## src/rtl/tff_bank_sequencer_pkg.sv

```systemverilog
// Shared definitions for the toggle-cell bank sequencer.
// Contents: FSM state encoding, manual command encoding, and an index-width helper.
package tff_seq_pkg;

    typedef enum logic [1:0] {
        IDLE  = 2'd0,
        APPLY = 2'd1,
        AUTO  = 2'd2
    } state_e;

    typedef enum logic [1:0] {
        CMD_CLR = 2'd0,
        CMD_SET = 2'd1,
        CMD_TOG = 2'd2
    } cmd_e;

    // Bit width needed to index n items; never less than one bit.
    function automatic int unsigned idx_w(input int unsigned n);
        return (n > 1) ? $clog2(n) : 1;
    endfunction

endpackage

```

## src/rtl/tff_bank_sequencer_if.sv

```systemverilog
// Switch/LED bundle between the board pins and the sequencer.
// Ports: sw_clr/sw_set/sw_tog/sw_mode raw switches, sw_sel raw cell index,
//        led cell states, ptr auto pointer, busy (APPLY or AUTO), step auto-toggle pulse.
// master drives the switches; slave is the sequencer.
interface tff_bank_sequencer_if
    import tff_seq_pkg::*;
#(
    parameter int unsigned N_CELLS = 4
);
    localparam int unsigned SEL_W = idx_w(N_CELLS);

    logic               sw_clr;
    logic               sw_set;
    logic               sw_tog;
    logic               sw_mode;
    logic [SEL_W-1:0]   sw_sel;
    logic [N_CELLS-1:0] led;
    logic [SEL_W-1:0]   ptr;
    logic               busy;
    logic               step;

    modport master (
        output sw_clr, sw_set, sw_tog, sw_mode, sw_sel,
        input  led, ptr, busy, step
    );

    modport slave (
        input  sw_clr, sw_set, sw_tog, sw_mode, sw_sel,
        output led, ptr, busy, step
    );

endinterface

```

## src/rtl/tff_bank_sequencer_debounce.sv

```systemverilog
// Switch conditioner: 2-flop synchroniser, debounce counter, rising-edge pulse.
// Ports: clk, rst_n (async active-low), raw switch in,
//        level (debounced level), rise (1-cycle pulse on debounced 0->1).
module sw_debounce #(
    parameter int unsigned DEB_CYCLES = 16
) (
    input  logic clk,
    input  logic rst_n,
    input  logic raw,
    output logic level,
    output logic rise
);
    localparam int unsigned CNT_W = $clog2(DEB_CYCLES + 1);

    logic             sync1;
    logic             sync2;
    logic [CNT_W-1:0] cnt;
    logic             done;

    // This sample is the last of DEB_CYCLES consecutive ones disagreeing with level.
    assign done = (cnt == CNT_W'(DEB_CYCLES - 1));

    // Synchroniser, run-length counter of disagreeing samples, registered rise pulse.
    always_ff @(posedge clk or negedge rst_n) begin
        if (!rst_n) begin
            sync1 <= 1'b0;
            sync2 <= 1'b0;
            cnt   <= '0;
            level <= 1'b0;
            rise  <= 1'b0;
        end else begin
            sync1 <= raw;
            sync2 <= sync1;
            rise  <= 1'b0;
            if (sync2 != level) begin
                if (done) begin
                    level <= sync2;
                    rise  <= sync2;
                    cnt   <= '0;
                end else begin
                    cnt <= cnt + CNT_W'(1);
                end
            end else begin
                cnt <= '0;
            end
        end
    end

endmodule

```

## src/rtl/tff_bank_sequencer.sv

```systemverilog
// Toggle-cell bank controller: manual clear/set/toggle of a selected cell from
// debounced switches, or an automatic toggle walking around the bank.
// Ports: clk, rst_n (async active-low), bus (slave modport): raw switches in,
//        led/ptr/busy/step out, all registered.
module tff_bank_sequencer
    import tff_seq_pkg::*;
#(
    parameter int unsigned N_CELLS    = 4,
    parameter int unsigned DEB_CYCLES = 16,
    parameter int unsigned STEP_DIV   = 8
) (
    input logic                  clk,
    input logic                  rst_n,
    tff_bank_sequencer_if.slave  bus
);
    localparam int unsigned SEL_W = idx_w(N_CELLS);
    localparam int unsigned CNT_W = idx_w(STEP_DIV);

    logic clr_rise, set_rise, tog_rise, mode_rise;
    logic clr_lvl, set_lvl, tog_lvl, mode_lvl;
    logic unused_levels;

    state_e             state_q, state_d;
    cmd_e               cmd_q, cmd_d;
    logic [SEL_W-1:0]   sel_q, sel_d;
    logic [N_CELLS-1:0] led_q, led_d;
    logic [SEL_W-1:0]   ptr_q, ptr_d;
    logic [CNT_W-1:0]   cnt_q, cnt_d;
    logic               busy_q, busy_d;
    logic               step_q, step_d;

    sw_debounce #(.DEB_CYCLES(DEB_CYCLES)) u_deb_clr (
        .clk(clk), .rst_n(rst_n), .raw(bus.sw_clr),  .level(clr_lvl),  .rise(clr_rise)
    );
    sw_debounce #(.DEB_CYCLES(DEB_CYCLES)) u_deb_set (
        .clk(clk), .rst_n(rst_n), .raw(bus.sw_set),  .level(set_lvl),  .rise(set_rise)
    );
    sw_debounce #(.DEB_CYCLES(DEB_CYCLES)) u_deb_tog (
        .clk(clk), .rst_n(rst_n), .raw(bus.sw_tog),  .level(tog_lvl),  .rise(tog_rise)
    );
    sw_debounce #(.DEB_CYCLES(DEB_CYCLES)) u_deb_mode (
        .clk(clk), .rst_n(rst_n), .raw(bus.sw_mode), .level(mode_lvl), .rise(mode_rise)
    );

    // Commands act on edges and mode acts on level; the other outputs are not needed.
    assign unused_levels = ^{clr_lvl, set_lvl, tog_lvl, mode_rise};

    // State register.
    always_ff @(posedge clk or negedge rst_n) begin
        if (!rst_n) begin
            state_q <= IDLE;
        end else begin
            state_q <= state_d;
        end
    end

    // Next-state and datapath decisions.
    always_comb begin
        state_d = state_q;
        cmd_d   = cmd_q;
        sel_d   = sel_q;
        led_d   = led_q;
        ptr_d   = ptr_q;
        cnt_d   = cnt_q;
        step_d  = 1'b0;

        unique case (state_q)
            IDLE: begin
                if (mode_lvl) begin
                    state_d = AUTO;
                    cnt_d   = '0;
                end else if (clr_rise || set_rise || tog_rise) begin
                    state_d = APPLY;
                    sel_d   = bus.sw_sel;
                    if (clr_rise) begin
                        cmd_d = CMD_CLR;
                    end else if (set_rise) begin
                        cmd_d = CMD_SET;
                    end else begin
                        cmd_d = CMD_TOG;
                    end
                end
            end

            APPLY: begin
                // An out-of-range sel matches no cell and leaves the bank untouched.
                for (int unsigned i = 0; i < N_CELLS; i++) begin
                    if (SEL_W'(i) == sel_q) begin
                        unique case (cmd_q)
                            CMD_CLR: led_d[i] = 1'b0;
                            CMD_SET: led_d[i] = 1'b1;
                            CMD_TOG: led_d[i] = ~led_q[i];
                            default: led_d[i] = led_q[i];
                        endcase
                    end
                end
                state_d = IDLE;
            end

            AUTO: begin
                if (!mode_lvl) begin
                    // Leaving auto drops any terminal count due this cycle.
                    state_d = IDLE;
                    cnt_d   = '0;
                end else if (clr_rise) begin
                    led_d = '0;
                    ptr_d = '0;
                    cnt_d = '0;
                end else if (cnt_q == CNT_W'(STEP_DIV - 1)) begin
                    for (int unsigned i = 0; i < N_CELLS; i++) begin
                        if (SEL_W'(i) == ptr_q) begin
                            led_d[i] = ~led_q[i];
                        end
                    end
                    step_d = 1'b1;
                    ptr_d  = (ptr_q == SEL_W'(N_CELLS - 1)) ? '0 : ptr_q + SEL_W'(1);
                    cnt_d  = '0;
                end else begin
                    cnt_d = cnt_q + CNT_W'(1);
                end
            end

            default: begin
                state_d = IDLE;
            end
        endcase

        busy_d = (state_d != IDLE);
    end

    // Datapath and output registers.
    always_ff @(posedge clk or negedge rst_n) begin
        if (!rst_n) begin
            cmd_q  <= CMD_CLR;
            sel_q  <= '0;
            led_q  <= '0;
            ptr_q  <= '0;
            cnt_q  <= '0;
            busy_q <= 1'b0;
            step_q <= 1'b0;
        end else begin
            cmd_q  <= cmd_d;
            sel_q  <= sel_d;
            led_q  <= led_d;
            ptr_q  <= ptr_d;
            cnt_q  <= cnt_d;
            busy_q <= busy_d;
            step_q <= step_d;
        end
    end

    assign bus.led  = led_q;
    assign bus.ptr  = ptr_q;
    assign bus.busy = busy_q;
    assign bus.step = step_q;

endmodule

```

## src/flat_wrapper.sv

```systemverilog
// flat-port wrapper written by rule: the top's interface ports become plain ports
module tff_bank_sequencer_flat import tff_seq_pkg::*;
#(
    parameter int unsigned N_CELLS    = 4,
    parameter int unsigned DEB_CYCLES = 16,
    parameter int unsigned STEP_DIV   = 8
)
  (clk, rst_n, bus_sw_clr, bus_sw_set, bus_sw_tog, bus_sw_mode, bus_sw_sel, bus_led, bus_ptr, bus_busy, bus_step);
  tff_bank_sequencer_if #(.N_CELLS(N_CELLS)) bus_i ();
  input logic clk;
  input logic rst_n;
  input wire logic [$bits(bus_i.sw_clr)-1:0] bus_sw_clr;
  input wire logic [$bits(bus_i.sw_set)-1:0] bus_sw_set;
  input wire logic [$bits(bus_i.sw_tog)-1:0] bus_sw_tog;
  input wire logic [$bits(bus_i.sw_mode)-1:0] bus_sw_mode;
  input wire logic [$bits(bus_i.sw_sel)-1:0] bus_sw_sel;
  output wire logic [$bits(bus_i.led)-1:0] bus_led;
  output wire logic [$bits(bus_i.ptr)-1:0] bus_ptr;
  output wire logic [$bits(bus_i.busy)-1:0] bus_busy;
  output wire logic [$bits(bus_i.step)-1:0] bus_step;
  assign bus_i.sw_clr = bus_sw_clr;
  assign bus_i.sw_set = bus_sw_set;
  assign bus_i.sw_tog = bus_sw_tog;
  assign bus_i.sw_mode = bus_sw_mode;
  assign bus_i.sw_sel = bus_sw_sel;
  assign bus_led = bus_i.led;
  assign bus_ptr = bus_i.ptr;
  assign bus_busy = bus_i.busy;
  assign bus_step = bus_i.step;
  tff_bank_sequencer #(.N_CELLS(N_CELLS), .DEB_CYCLES(DEB_CYCLES), .STEP_DIV(STEP_DIV)) u_core (.clk(clk), .rst_n(rst_n), .bus(bus_i));
endmodule
```

## config.mk

```make
export PLATFORM = sky130hd
export DESIGN_NAME = tff_bank_sequencer_flat
export DESIGN_NICKNAME = d
export VERILOG_FILES = /design/src/rtl/tff_bank_sequencer_pkg.sv /design/src/rtl/tff_bank_sequencer_if.sv /design/src/rtl/tff_bank_sequencer_debounce.sv /design/src/rtl/tff_bank_sequencer.sv /design/src/flat_wrapper.sv
export SDC_FILE = /design/constraint.sdc
export NUM_CORES = 1
export LEC_CHECK = 0
export CORE_UTILIZATION = 50
export DETAILED_ROUTE_END_ITERATION = 16
export GPL_ROUTABILITY_DRIVEN = 1
export PLACE_DENSITY = 0.69
export SLEW_MARGIN = 10
export SYNTH_ARGS = -nofsm -noshare
export SYNTH_HDL_FRONTEND = slang
export SYNTH_SLANG_ARGS = --single-unit
```

## constraint.sdc

```tcl
create_clock -name clk -period 2.25 [get_ports clk]
set_clock_uncertainty 0.1 [all_clocks]
set_input_delay 0.45 -clock clk [delete_from_list [all_inputs] [get_ports clk]]
set_output_delay 0.45 -clock clk [all_outputs]
set_load 0.005 [all_outputs]
```

After elaboration in Yosys (flattened, before gate mapping)
Index checks and enable logic that the tools add are counted.

storage, ports and cells
  register bits = 52
  input port bits = 8
  word-level logic and storage cells = 142
  output and inout port bits = 8

cells by class
  bitwise logic cells = 5
  reduce and logical (&&, ||, !) cells = 21
  mux-type cells = 48
  eq/ne operators = 32
  add/subtract/negate cells = 6

operators with widths
  cell                                                                     count
  5-bit 2-to-1 mux                                                         8
  6-bit AND reduction                                                      4
  5-bit by 1-bit adder with 5-bit output, second input constant            4
  5-bit by 4-bit == test with 1-bit output, second input constant          4
  1-bit 2-to-1 mux                                                         18
  2-bit 2-to-1 mux                                                         8
  3-bit by 2-bit inequality test with 1-bit output, second input constant  5
  3-bit 2-to-1 mux                                                         4
  4-bit 2-to-1 mux                                                         3
  1-bit one-hot mux with 3 select lines                                    4
  2-bit AND reduction                                                      5
  2-bit == test, first input constant                                      4
  2-bit logical NOT                                                        4
  2-bit by 1-bit inequality test with 1-bit output, second input constant  4
  4-bit one-hot mux with 2 select lines                                    1
  2-bit nonzero test                                                       4
  2-bit == test, second input constant                                     3
  3-bit one-hot mux with 2 select lines                                    1
  3-bit AND reduction                                                      2
  1-bit inverter                                                           5
  1-bit by 2-bit == test with 1-bit output, first input constant           2
  2-bit by 1-bit == test with 1-bit output, second input constant          2
  1-bit inequality test                                                    4
  2-bit inequality test, second input constant                             2
  other kinds (6)                                                          7

Logic depth before layout (Yosys ltp)
  word-level depth = 6
  depth in mapped cells = 6
  depth with buffers taken out = 6

By module
A second synthesis with hierarchy kept.

unflattened totals
  cells, all modules = 207
  area, all modules = 2442.3 um^2

modules (own cells, without submodules)
  module              cells an instance  seq. area each (um^2)  area each (um^2)  times used
  sw_debounce         25                 225.2                  350.3             4
  tff_bank_sequencer  107                425.4                  1041.0            1

Worst setup path after synthesis
Ideal clock, no wire load.

  kind = reg2reg
  start = reg u_core.cnt_q[0]
  end = reg u_core.led_q[1], in the netlist u_core.bus.led[1]
  cell stages (with the launch flop) = 7
  arrival time = 1.514 ns
  slack = 0.509 ns
  setup time = 0.128 ns
  period minus slack after synthesis = 1.741 ns
  path buffers = 0
  data required time = 2.022 ns
  path through = dfrtp_1 ha_1 ha_1 o21ai_2 a221oi_4 o221ai_1 mux2_1

between the ends
  longest elaborated chain between the ends = 3

RTL lines
  element                                                            line                       RTL
  from (decl)                                                        tff_bank_sequencer.sv:28   logic [CNT_W-1:0] cnt_q, cnt_d;
  from (signal assigned)                                             tff_bank_sequencer.sv:146  cnt_q <= cnt_d;
  3-bit == test                                                      tff_bank_sequencer.sv:109  end else if (cnt_q == CNT_W'(STEP_DIV - 1)) begin
  3-bit by 2-bit inequality test with 1-bit output (no source line)  --
  6-bit AND reduction (no source line)                               --
  to (signal assigned)                                               tff_bank_sequencer.sv:144  led_q <= led_d;
  to (decl)                                                          tff_bank_sequencer.sv:26   logic [N_CELLS-1:0] led_q, led_d;

No other way between the ends.
A chain may end at the register's enable or synchronous reset.

Worst setup path in the final report
  start = reg u_core.cnt_q[0]
  end = reg u_core.led_q[2], in the netlist u_core.bus.led[2]

The elaborated chain is that of the path after synthesis.

==> reports/qor.yml <==
status: "finished with violations"
violations: "DRC"
yosysWarnings: 0
ys_ff_latch: 52
core_um2: 4440
clock_sinks: 52
fmax_mhz: 520
maxSlewHeadroom_pct: 62.6
final_max_slew_viol_count: 0
hp-class: "in -> async"
yosys.area.top_type_share_pct: 55.3
async_flop_share_pct: 100
finalCritPeriodShare_pct: 85.5
via_per_inst: 5.42
dp_hpwl_um: 2710
power.density_nw_per_um2: 634
synthFlopType: "dfrtp_1"
numCtsBuffers: 5
syn-num-nets: 233
critPathArrivalTime_ns: 2.01
hold_violations: 0
synth_edf_count: 0
fin_nets: 253
dp.cells: 274
pre_cts_ws_ns: 0.344
worstMarginPinSlew_ns: 0.561
grt_max_degree: 30
die_area_um2: 4980
n_antenna_cell: 0
worstSetupPathType: "reg -> reg"
seq_area_frac_synth_pct: 55.3
portBuffers: 15
fin_cells: 282
drt_pre_antenna_iters: 10
initial_core_util_pct: 52.9
post_cts_buffers: 0
cts_root_buf: "clkbuf_8"
drt_iter0_drc: 61
fin_crit_ns: 1.92
final-setup-viol-count: 0
drive_gt1_share_pct: 7.83
grt-ovfl-total: 0
grt_pass1_vias: 1478
syn_area_um2: 2350
yosysTopAreaCell: "dfrtp_1"
tns_ns: 0
cts_hold_buf: 0
vdd_ir_drop_max_mv: 0.408
cts_max_level: 2
finalWorstSetupSlack_ns: 0.326
rows: 24
cp-end-kind: "flop"
routed_wl_um: 3770
synth_most_common_cell: "dfrtp_1"
post_dp_cell_area_um2: 2560
die-height_um: 70.6
drc: 5
cap_violations: 0
report.power.total_mw: 1.70
rsz0062_at_grt: "false"
cp_max_fo: 7
nFillCells: 380
drt-wirelength-per-cell_um: 13.4
area_delta_synth_final_pct: 13.8
io_pins: 16
cts_tree: "built"
post_synth.cell_area_avg_um2: 11.2
antenna_found_initial: 0
stdcell_area_um2: 2680
die_w_um: 70.6
synth.area.top_cells: "dfrtp_1 (55%), ha_1 (8.5%), nor2_1 (3.4%)"
gp_congestion: 0.814
crit_path_start_kind: "flop"
max-clock-path-buffers: 2
ant_nets: 0
syn_inst: 209
grt_util_all_layers_pct: 17.4
synth_cell_types: 36
path_clk_slew_ns: 0.10
cts_resized: 0
vias: 1529
synth_common_cells: "dfrtp_1 (52), nor2_1 (21), ha_1 (16)"
grt_pass1_wl_um: 6670
power.leakage_nw: 1.26
insertion_delay_ns: 0.30
cp.required_ns: 2.34
metal layers:
layer	routed length, µm	GRT usage (%)	part of all wire, %
met1	1830	23.0	48
met2	1780	27.9	47
met3	125	2.99	3.3
met4	38	9.33	1.0
met5	0	0	0
worst max-delay path, cell delays in order (launching register included):
cell and delay, ns:
dfrtp_1 0.38, ha_1 0.16, ha_1 0.27, o21ai_2 0.10, a221oi_4 0.28, o221ai_1 0.18
mux2_1 0.35
worst paths after layout:
| kind | startpoint | slack, ns | to | cells after the start |
|---|---|---|---|---|
| worst max-delay path | u_core.cnt_q[0] | 0.33 | u_core.bus.led[2] | 6 |
| worst min-delay path | rst_n | 0.03 | u_core.sel_q[0] | 1 |
| worst max register to register | u_core.cnt_q[0] | 0.33 | u_core.bus.led[2] | 6 |
| worst min register to register | u_core.u_deb_tog.sync1 | 0.25 | u_core.u_deb_tog.sync2 | 0 |
| max in group asynchronous | rst_n | 1.48 | u_core.u_deb_set.sync2 | 2 |
| min in group clk | u_core.u_deb_tog.sync1 | 0.25 | u_core.u_deb_tog.sync2 | 0 |
registers in the layout, summed over array words and instances, names as in the netlist, 2 cells and up:
register and count:
u_core.bus.led 4, u_core.u_deb_mode.cnt 5, u_core.u_deb_clr.cnt 5, u_core.state_q 2, u_core.u_deb_set.cnt 5, u_core.cmd_q 2
u_core.cnt_q 3, u_core.u_deb_tog.cnt 5, u_core.sel_q 2, u_core.bus.ptr 2
layout make-up:
class	instances	area (µm²)	share of cell area, %
sequential	52	1300	48.6
multi-input combinational	142	988	36.9
timing repair buffer	16	165	6.17
clock buffer	5	68.8	2.57
tap	52	65.1	2.43
inverter	12	45.0	1.68
clock inverter	3	42.5	1.59
power breakdown:
| part | switching, mW | internal, mW | total, mW |
|---|---|---|---|
| clock | 0.303 | 0.329 | 0.632 |
| combinational | 0.0454 | 0.0407 | 0.0862 |
| sequential | 0.0196 | 0.960 | 0.979 |
| total | 0.368 | 1.33 | 1.70 |
through the flow:
step | utilization [%] | hold slack (ns)
6_report | 60.2 | 0.0274
3_3_place_gp | 57.7 | 0.231
5_1_grt | 60.2 | 0.0700
2_1_floorplan | - | 0.0544
4_1_cts | 60.2 | 0.0427
3_5_place_dp | 57.7 | 0.235
layout by cell type (no fill, tap or decap), types with 2 or more instances in the layout:
| cell type | Yosys | final |
|---|---|---|
| dfrtp_1 | 52 | 52 |
| nor2_1 | 21 | 21 |
| ha_1 | 16 | 16 |
| clkdlybuf4s50_1 | 0 | 14 |
| nand2_1 | 13 | 13 |
| inv_1 | 12 | 12 |
| o21ai_0 | 12 | 12 |
| nor2b_1 | 9 | 9 |
| a21oi_1 | 8 | 8 |
| nand3_1 | 7 | 7 |
| xor2_1 | 6 | 6 |
| mux2_2 | 5 | 5 |
| clkbuf_8 | 0 | 5 |
| and2_1 | 4 | 4 |
| xnor2_1 | 4 | 4 |
| o22ai_1 | 4 | 4 |
| mux2_1 | 4 | 4 |
| o21ai_1 | 3 | 3 |
| nand4b_1 | 3 | 3 |
| nor3_1 | 2 | 2 |
| nor3b_1 | 2 | 2 |
| nand2b_1 | 2 | 2 |
| nor4b_1 | 2 | 2 |
| and3_1 | 2 | 2 |
| a22o_1 | 2 | 2 |
| o221ai_1 | 2 | 2 |
cells by family (layout without fill, tap and decap cells):
kind of cell / count (synthesis) / count (layout) / synth area share (%)
DFF: 52 / 52 / 55.3
and+or+nand+nor: 70 / 70 / 15.2
muxes: 9 / 9 / 4.31
xor gates and xnor gates: 10 / 10 / 3.73
buffers and inverters: 15 / 36 / 2.61
AOI/OAI and AO/OA: 37 / 37 / 10.3
adders and majority gates: 16 / 16 / 8.52
Power figures use the tool's default switching activity.
==> RTL change, RTL diff (same settings) <==
The 3 states of `state_e` get a one-hot encoding in 3 bits.
--- a/src/rtl/tff_bank_sequencer_pkg.sv
+++ b/src/rtl/tff_bank_sequencer_pkg.sv
@@ -3,8 +3,8 @@
 package tff_seq_pkg;
 
-    typedef enum logic [1:0] {
-        IDLE  = 2'd0,
-        APPLY = 2'd1,
-        AUTO  = 2'd2
+    typedef enum logic [2:0] {
+        IDLE  = 3'b001,
+        APPLY = 3'b010,
+        AUTO  = 3'b100
     } state_e;
 
Formal check against the unedited RTL: same outputs for any inputs over 10 cycles, from zero or initial values and one cycle with rst_n low; not proved beyond that.
==> RTL change against the unedited design <==
  * Sequential power grew 2%
  * Largest power group unchanged
  * Routed wire length shrank 3.4%
  * Design area shrank 0.37%
  * Worst setup slack lost 0.042 ns
  * Maximum frequency shrank 2.1%
  * Area after synthesis shrank 0.85%
  * Critical endpoint is now u_core.sel_q[0]
  * Power grew 1.3%
  * Count of clock-buffer cells in the layout grew 2
  * Sequential cell count grew 1
  * Global-route usage shrank 0.24 points
  * First-iteration DRC count grew 11%
==> RTL change: results (changes against the unedited design) <==
| Metric | Value |
|---|---|
| Distinct cells, synth | `37 (+2.8%)` |
| Yosys warns | `0 (unchanged)` |
| Worst-case reg-to-reg path depth | `4 (-2)` |
| Later-pin clock latency in the skew report | `0.31 ns` |
| Placed cells | `271 (-1.1%)` |
| Clk root buf | `clkbuf_8` |
| Number of nets in the layout | `247 (-2.4%)` |
| Initial antenna violation count | `0 (unchanged)` |
| Leak Pwr | `1.23 nW (-2.0%)` |
| Outcome | `completed` |
| Syn avg cell area | `11.4 sq um (+1.1%)` |
| RePlAce Congestion | `0.767 (-5.8%)` |
| Avg WL per Cell | `13.1 microns (-2.4%)` |
| Crit-path max FO | `7 (unchanged)` |
| Worst IR Drop VDD | `0.434 mV (+6.5%)` |
| Setup crit start | `u_core.state_q[0]` |
| Htree depth | `2 (unchanged)` |
| Post-synth top cells | `dfrtp_1, nor2_1, ha_1, o21ai_0, nand2_1` |
| Setup Fix Bufs, Post-CTS | `0 (unchanged)` |
| Filler cells | `372 (-2.1%)` |
| DR vias/cell | `5.49 (+1.2%)` |
| DR iter-0 viols | `68 (+11%)` |
| FF-to-FF End | `u_core.sel_q[0]` |
| CP max stage delay | `0.59 ns (+0.21 ns)` |
| Area after DPL | `2550 sq um (-0.59%)` |
| Vias in the first global route | `1516 (+2.6%)` |
| Setup slack, reg-to-reg | `0.28 ns (-0.04 ns)` |
| Largest delay share family, worst path | `simple AND/OR/NAND/NOR gates` |
| Class of the worst hold path | `in -> async` |
| WL final | `3.64 mm (-3.4%)` |
| Slowest stage cell, crit path | `dfstp_2` |
| Global-route wire length before repair | `6.61 mm (-0.83%)` |
| Drt pass-1 iters | `4 (-6)` |
| Share of cells above drive strength 1 | `0.0881 (+0.00984)` |
| Ranking of synthesized cells by area | `dfrtp_1, ha_1, nor2_1` |
| Sequential element share of the synthesized area | `0.570 (+0.0160)` |
| Largest net degree at the start of global routing | `31 (+3.3%)` |
| GRT Util Overall | `0.172 (-0.00238)` |
| CTS max path bufs | `2 (unchanged)` |
| Syn Nets | `226 (-3.0%)` |
| Cts repair resizes | `0 (unchanged)` |
| Rel. slew slack | `0.645 (+0.0191)` |
| Antenna Cells | `0 (unchanged)` |
| Dpl hpwl | `2.66 mm (-1.8%)` |
| Clock transition at path regs | `0.09 ns` |
| CP Data Arrival Time | `2.07 ns (+0.06 ns)` |
| Buffers on Ports | `15 (unchanged)` |
==> RTL change: through the flow <==
step	worst slack, ns	util	total power, W	hold WS [ns]
after global routing	0.164	0.604	0.00180	0.0527
after floorplan	0.496	-	0.00105	0.0544
final	0.284	0.604	0.00172	0.0163
after CTS	0.263	0.604	0.00175	0.0217
after detailed placement	0.281	0.578	0.00109	0.236
after global placement	0.405	0.578	0.00108	0.235
==> RTL change: kinds of logic after synthesis <==
group / share of synthesized area
compound gates: 0.0896
xor+xnor: 0.0376
fa+ha+maj: 0.0698
buf+inv: 0.0242
flops: 0.570
mux: 0.0499
simple gates: 0.159
==> RTL change: power breakdown <==
part / total, W / internal [W] / leakage [nW] / switching (W)
logic: 0.0000735 / 0.0000350 / 0.463 / 0.0000385
clock network: 0.000651 / 0.000363 / 0.0585 / 0.000288
registers: 0.000996 / 0.000977 / 0.708 / 0.0000194
total: 0.00172 / 0.00137 / 1.23 / 0.000346
==> RTL change: routing by layer <==
| layer | up-vias | share of wire | routed length [microns] | global-route usage |
|---|---|---|---|---|
| met3 | 7 | 0.034 | 124 | 0.0447 |
| met5 | - | 0 | 0 | 0 |
| met2 | 25 | 0.50 | 1810 | 0.276 |
| met4 | 0 | 0.018 | 66 | 0.0733 |
| met1 | 746 | 0.45 | 1650 | 0.220 |
| li1 | 753 | - | - | - |
==> RTL change: layout make-up <==
| cell class | count | area [sq um] | share of cell area |
|---|---|---|---|
| flip-flops and latches | 53 | 1330 | 0.498 |
| clock buffers | 7 | 86.3 | 0.0324 |
| clock inverters | 1 | 30.0 | 0.0113 |
| inverters | 10 | 37.5 | 0.0141 |
| multi-input cells | 139 | 947 | 0.355 |
| well taps | 52 | 65.1 | 0.0244 |
| repair buffers | 17 | 173 | 0.0648 |
==> RTL change: how the worst max path moves through the flow <==
stage,endpoint,depth (start not counted)
6_report,u_core.sel_q[0],4
5_1_grt,u_core.sel_q[1],4
4_1_cts,u_core.sel_q[1],4
3_5_place_dp,u_core.sel_q[1],4
3_3_place_gp,u_core.sel_q[0],4
2_1_floorplan,u_core.sel_q[0],4
